**src/rtl/axi_write_router.sv**
```systemverilog
// AXI write router: forwards one outstanding write (AW/W/B) from a master to the slave picked by aw_select.
// Optional `DECERR_SLAVE_EN: non-one-hot selects are answered locally with DECERR instead of going to slave 0.
`ifndef ADDR_WIDTH
`define ADDR_WIDTH 32
`endif
`ifndef DATA_WIDTH
`define DATA_WIDTH 32
`endif

module axi_write_router #(
  parameter int SLAVE_NUM = 3,
  parameter int ID_WIDTH  = 4
) (
  input  logic                          ACLK,
  input  logic                          ARESETn,
  input  logic [ID_WIDTH-1:0]           s_awid,
  input  logic [`ADDR_WIDTH-1:0]        s_awaddr,
  input  logic [7:0]                    s_awlen,
  input  logic                          s_awvalid,
  output logic                          s_awready,
  input  logic [SLAVE_NUM-1:0]          aw_select,
  output logic [ID_WIDTH-1:0]           m_awid,
  output logic [`ADDR_WIDTH-1:0]        m_awaddr,
  output logic [7:0]                    m_awlen,
  output logic [SLAVE_NUM-1:0]          m_awvalid,
  input  logic [SLAVE_NUM-1:0]          m_awready,
  input  logic [`DATA_WIDTH-1:0]        s_wdata,
  input  logic [`DATA_WIDTH/8-1:0]      s_wstrb,
  input  logic                          s_wlast,
  input  logic                          s_wvalid,
  output logic                          s_wready,
  output logic [`DATA_WIDTH-1:0]        m_wdata,
  output logic [`DATA_WIDTH/8-1:0]      m_wstrb,
  output logic                          m_wlast,
  output logic [SLAVE_NUM-1:0]          m_wvalid,
  input  logic [SLAVE_NUM-1:0]          m_wready,
  output logic [ID_WIDTH-1:0]           s_bid,
  output logic [1:0]                    s_bresp,
  output logic                          s_bvalid,
  input  logic                          s_bready,
  input  logic [SLAVE_NUM*ID_WIDTH-1:0] m_bid,
  input  logic [SLAVE_NUM*2-1:0]        m_bresp,
  input  logic [SLAVE_NUM-1:0]          m_bvalid,
  output logic [SLAVE_NUM-1:0]          m_bready
);

  typedef enum logic [2:0] {
    IDLE     = 3'd0,
    ADDR     = 3'd1,
    DATA     = 3'd2,
    RESP     = 3'd3
`ifdef DECERR_SLAVE_EN
    ,
    ERR_DATA = 3'd4,
    ERR_RESP = 3'd5
`endif
  } state_t;

  localparam logic [SLAVE_NUM-1:0] SEL_ONE = SLAVE_NUM'(1);

  state_t                   state_r, state_nxt_s;
  logic                     awready_r;
  logic [ID_WIDTH-1:0]      awid_r;
  logic [`ADDR_WIDTH-1:0]   awaddr_r;
  logic [7:0]               awlen_r;
  logic [SLAVE_NUM-1:0]     sel_r;
  logic [7:0]               beat_cnt_r;
  logic                     wlast_err_r;
  logic [ID_WIDTH-1:0]      bid_sel_s;
  logic [1:0]               bresp_sel_s;
  logic                     aw_hs_s;
  logic                     w_hs_s;

  function automatic logic is_onehot(input logic [SLAVE_NUM-1:0] v);
    return (v != '0) && ((v & (v - SEL_ONE)) == '0);
  endfunction

  assign aw_hs_s = s_awvalid & awready_r;
  assign w_hs_s  = s_wvalid & s_wready;

  // State register; awready tracks IDLE but stays low until the first edge after reset release.
  always_ff @(posedge ACLK or negedge ARESETn) begin
    if (!ARESETn) begin
      state_r   <= IDLE;
      awready_r <= 1'b0;
    end else begin
      state_r   <= state_nxt_s;
      awready_r <= (state_nxt_s == IDLE);
    end
  end

  // Next-state logic.
  always_comb begin
    state_nxt_s = state_r;
    case (state_r)
      IDLE: begin
        if (aw_hs_s) begin
`ifdef DECERR_SLAVE_EN
          if (is_onehot(aw_select)) begin
            state_nxt_s = ADDR;
          end else begin
            state_nxt_s = ERR_DATA;
          end
`else
          state_nxt_s = ADDR;
`endif
        end else begin
          state_nxt_s = IDLE;
        end
      end
      ADDR: begin
        if ((m_awready & sel_r) != '0) state_nxt_s = DATA;
        else state_nxt_s = ADDR;
      end
      DATA: begin
        if (w_hs_s && s_wlast) state_nxt_s = RESP;
        else state_nxt_s = DATA;
      end
      RESP: begin
        if (s_bvalid && s_bready) state_nxt_s = IDLE;
        else state_nxt_s = RESP;
      end
`ifdef DECERR_SLAVE_EN
      ERR_DATA: begin
        if (w_hs_s && s_wlast) state_nxt_s = ERR_RESP;
        else state_nxt_s = ERR_DATA;
      end
      ERR_RESP: begin
        if (s_bready) state_nxt_s = IDLE;
        else state_nxt_s = ERR_RESP;
      end
`endif
      default: state_nxt_s = IDLE;
    endcase
  end

  // AW capture; without the decode-error slave a bad select falls back to slave 0.
  always_ff @(posedge ACLK or negedge ARESETn) begin
    if (!ARESETn) begin
      awid_r   <= '0;
      awaddr_r <= '0;
      awlen_r  <= 8'd0;
      sel_r    <= '0;
    end else if (aw_hs_s) begin
      awid_r   <= s_awid;
      awaddr_r <= s_awaddr;
      awlen_r  <= s_awlen;
`ifdef DECERR_SLAVE_EN
      sel_r    <= aw_select;
`else
      sel_r    <= is_onehot(aw_select) ? aw_select : SEL_ONE;
`endif
    end
  end

  // Beat counter and sticky WLAST/AWLEN disagreement flag, both cleared while idle.
  always_ff @(posedge ACLK or negedge ARESETn) begin
    if (!ARESETn) begin
      beat_cnt_r  <= 8'd0;
      wlast_err_r <= 1'b0;
    end else if (state_r == IDLE) begin
      beat_cnt_r  <= 8'd0;
      wlast_err_r <= 1'b0;
    end else if ((state_r == DATA) && w_hs_s) begin
      beat_cnt_r <= beat_cnt_r + 8'd1;
      if (s_wlast != (beat_cnt_r == awlen_r)) wlast_err_r <= 1'b1;
    end
  end

  // B channel mux from the selected slave (sel_r is one-hot whenever it is used).
  always_comb begin
    bid_sel_s   = '0;
    bresp_sel_s = 2'b00;
    for (int i = 0; i < SLAVE_NUM; i++) begin
      bid_sel_s   = bid_sel_s | (m_bid[i*ID_WIDTH +: ID_WIDTH] & {ID_WIDTH{sel_r[i]}});
      bresp_sel_s = bresp_sel_s | (m_bresp[i*2 +: 2] & {2{sel_r[i]}});
    end
  end

  // Output decode per state.
  always_comb begin
    s_awready = awready_r;
    m_awid    = awid_r;
    m_awaddr  = awaddr_r;
    m_awlen   = awlen_r;
    m_awvalid = '0;
    m_wdata   = s_wdata;
    m_wstrb   = s_wstrb;
    m_wlast   = s_wlast;
    m_wvalid  = '0;
    s_wready  = 1'b0;
    m_bready  = '0;
    s_bvalid  = 1'b0;
    s_bid     = '0;
    s_bresp   = 2'b00;
    case (state_r)
      ADDR: m_awvalid = sel_r;
      DATA: begin
        m_wvalid = sel_r & {SLAVE_NUM{s_wvalid}};
        s_wready = |(m_wready & sel_r);
      end
      RESP: begin
        s_bvalid = |(m_bvalid & sel_r);
        m_bready = sel_r & {SLAVE_NUM{s_bready}};
        s_bid    = bid_sel_s;
        s_bresp  = bresp_sel_s;
      end
`ifdef DECERR_SLAVE_EN
      ERR_DATA: s_wready = 1'b1;
      ERR_RESP: begin
        s_bvalid = 1'b1;
        s_bresp  = 2'b11;
        s_bid    = awid_r;
      end
`endif
      default: s_awready = awready_r;
    endcase
  end

endmodule
```
**config.mk**
```make
export PLATFORM = sky130hd
export DESIGN_NAME = axi_write_router
export DESIGN_NICKNAME = d
export VERILOG_FILES = /design/src/rtl/axi_write_router.sv
export SDC_FILE = /design/constraint.sdc
export NUM_CORES = 1
export LEC_CHECK = 0
export ABC_CLOCK_PERIOD_IN_PS = 1800
export CAP_MARGIN = 20
export CORE_MARGIN = 2
export CORE_UTILIZATION = 30
export DETAILED_ROUTE_END_ITERATION = 16
export HOLD_SLACK_MARGIN = 0.02
export PLACE_DENSITY = 0.78
export SETUP_SLACK_MARGIN = 0.05
export SLEW_MARGIN = 25
export SYNTH_ARGS = -nofsm -noshare
export SYNTH_HDL_FRONTEND = slang
export SYNTH_SLANG_ARGS = --single-unit
```
**constraint.sdc**
```tcl
create_clock -name ACLK -period 1.8 [get_ports ACLK]
set_clock_uncertainty 0.1 [all_clocks]
set_input_delay 0.36 -clock ACLK [delete_from_list [all_inputs] [get_ports ACLK]]
set_output_delay 0.36 -clock ACLK [all_outputs]
set_load 0.005 [all_outputs]
```
==> metrics <==
gr usage total 14.6%; # setup viols final 11; Worst Path Max Fanout 4; CP max stage delay 450 ps; Post-Syn Area per Cell 13.6 µm²; register area share after synthesis 48.9%; max-cap check violation count 0; Final WS setup -156 ps; Hold Crit Start m_awaddr[6]; Register-to-Register Path Depth 6; Inserted Diodes 0; Core Area 8260 µm²; IO buf count 142; placed instance count 408; nets@finish 443; Rel. slew slack 73.3%; CP startpoint sel_r[0]; global-route wire length before repair 10400 µm; largest net degree at the start of global routing 51; fmax 511 MHz; Worst Path Class, Setup flip-flop to output pin; hpwl dp 5260 µm; minimum clock period 1960 ps; clock slew seen by the registers of the worst setup and hold paths 90 ps; Clk Latency, worst-skew pair 290 ps; Cell Area, Synth 2560 µm²; count of final max-slew check failures 0; post-route insts no fill 433; die area 9270 µm²; Worst setup SP type flip-flop; Synthesized Nets 304; LEAKAGE 1.89 nW; Fillers 723; RSZ-0062 raised after global routing true; CTS tree yes; via count 2008; final core utilization 51.0%; Sink Count 50; area taken by multi-input logic gates 1020 µm²; crit path DAT 1500 ps; clock root cell clkbuf_8; WL final 6950 µm; WP data required 1340 ps; Syn-to-layout area delta 64.8%; status complete, but fails checks; Worst Hold Class flip-flop to flip-flop; clock buffer depth 2; endpoints failing hold 0; fin crit share 109%; drt drc 0; DIE WIDTH 96.3 µm; Initial DRT Pass Iterations 5; Synth async-reset ratio 100%; pre-CTS WS -417 ps; CP Cell Sequence buf_4, buf_6, a222oi_1, nor2_1, buf_2; Slew @ Worst Pin 400 ps; largest vdd supply drop 0.279 mV; Antenna Nets Post-Route 0; dominant synthesized flop cell dfrtp_1; H-tree levels 2; row cnt 33; worst reg2reg setup slack 50 ps; post-synth top area share 48.9%; initial DRC count 55; Crit-path slowest cell dfrtp_2; EDFF count, synth 0; Vias/cell 4.64; total number of yosys warnings 0; Yosys top cell by area dfrtp_1; GPL Wtd Cong 0.690; grt total ovfl 0; failing checks setup timing; Seq. cell area 1250 µm²; Ports 215; #FFs+latches synth 50; Starting Density 31.0%; chip height 96.3 µm; pwr dens 467 nW/µm²; most frequent cells in the layout clkdlybuf4s50_1, dfrtp_1, mux2_4; vias in the first global route 2055; Synth area leaders dfrtp_1, mux2_4, buf_4; R2R Path End state_r[0]; hold depth 1; Gate Count Post-Synth 188; Unique masters post-synth 21; share of cells above drive strength 1 36.3%; worst hold endpoint m_awaddr[6]; Routed WL per cell 16.1 µm; CTS Buf Count 5; commonest non-fill, non-tap cell in the layout clkdlybuf4s50_1; Critical Path End Type output pin; initial antenna violation count 0; RR Startpoint sel_r[0]
==> how the worst max path moves through the flow <==
stage                       to  slack, ps  depth (start not counted)
floorplan             s_bid[0]        400                          3
global placement      s_wready       -420                          5
detailed placement    s_wready       -420                          5
CTS                 s_bresp[0]       -220                          4
global route        s_bresp[0]       -270                          4
finish                s_bid[3]       -160                          5
==> power breakdown <==
group	internal (mW)	switching, mW	total [mW]
combinational	0.160	0.0541	0.215
sequential	1.12	0	1.12
clock	0.275	0.356	0.631
==> state kept, by name (all words and copies together), names as in the netlist <==
register and cells:
sel_r 3, state_r 2, m_awaddr 32, m_awid 4, s_awready 1, m_awlen 8
==> worst max-delay path: cells and delay by family, from the launching register on <==
kind | cells | cell delay (ps)
and+or+nand+nor | 1 | 60
AOI/OAI and AO/OA | 1 | 300
buffers and inverters | 3 | 400
DFF | 1 | 450
==> cell type report <==
class                           instances  share of cell area (%)
Tap cell                              105                    3.12
Clock inverter                          2                   0.327
Multi-Input combinational cell         93                    24.3
Timing Repair Buffer                  177                    40.8
Sequential cell                        50                    29.8
Clock buffer                            6                    1.72
==> cell families (layout without fill, tap and decap cells) <==
kind of cell	after synthesis	in the layout	synth area share, %
simple gates	32	32	6.66
mux	45	45	25.5
compound gates	16	16	5.53
flops	50	50	48.9
buf+inv	45	185	13.4
==> stage by stage <==
step	instance area [µm²]	setup TNS, ps	hold slack, ps	power (mW)
final	4210	-976	414	1.97
after global routing	4210	-1910	431	2.06
after CTS	4170	-1450	419	2.01
after detailed placement	3940	-6280	268	1.36
after global placement	3940	-5940	270	1.36
after floorplan	2560	0	-35.6	1.22
==> cells in the mapped netlist, drive strengths merged, types with 2 or more instances <==
cell type	instances
buf	42
o31ai	2
nor2b	5
clkbuf	3
nor2	8
and2	5
and3	6
mux2	44
nand2b	2
a222oi	9
nand2	5
dfrtp	50
==> metal layers <==
metal / vias to the layer above / share of wire [%] / GRT usage [%]
met5: - / 0 / 0
met3: 6 / 11 / 4.78
li1: 903 / - / -
met4: 0 / 1.4 / 5.16
met1: 957 / 37 / 16.4
met2: 142 / 51 / 25.8
==> repair_timing <==
item | CTS | global route
endpoints found under the hold margin | 50 | 0
gates cloned | 1 | 0
setup endpoints to repair | 18 | 19
buffers inserted | 14 | 5
hold buffers | 1 | 0
pin swaps | 14 | 14
resized for setup | 88 | 18
Power figures use the tool's default switching activity.
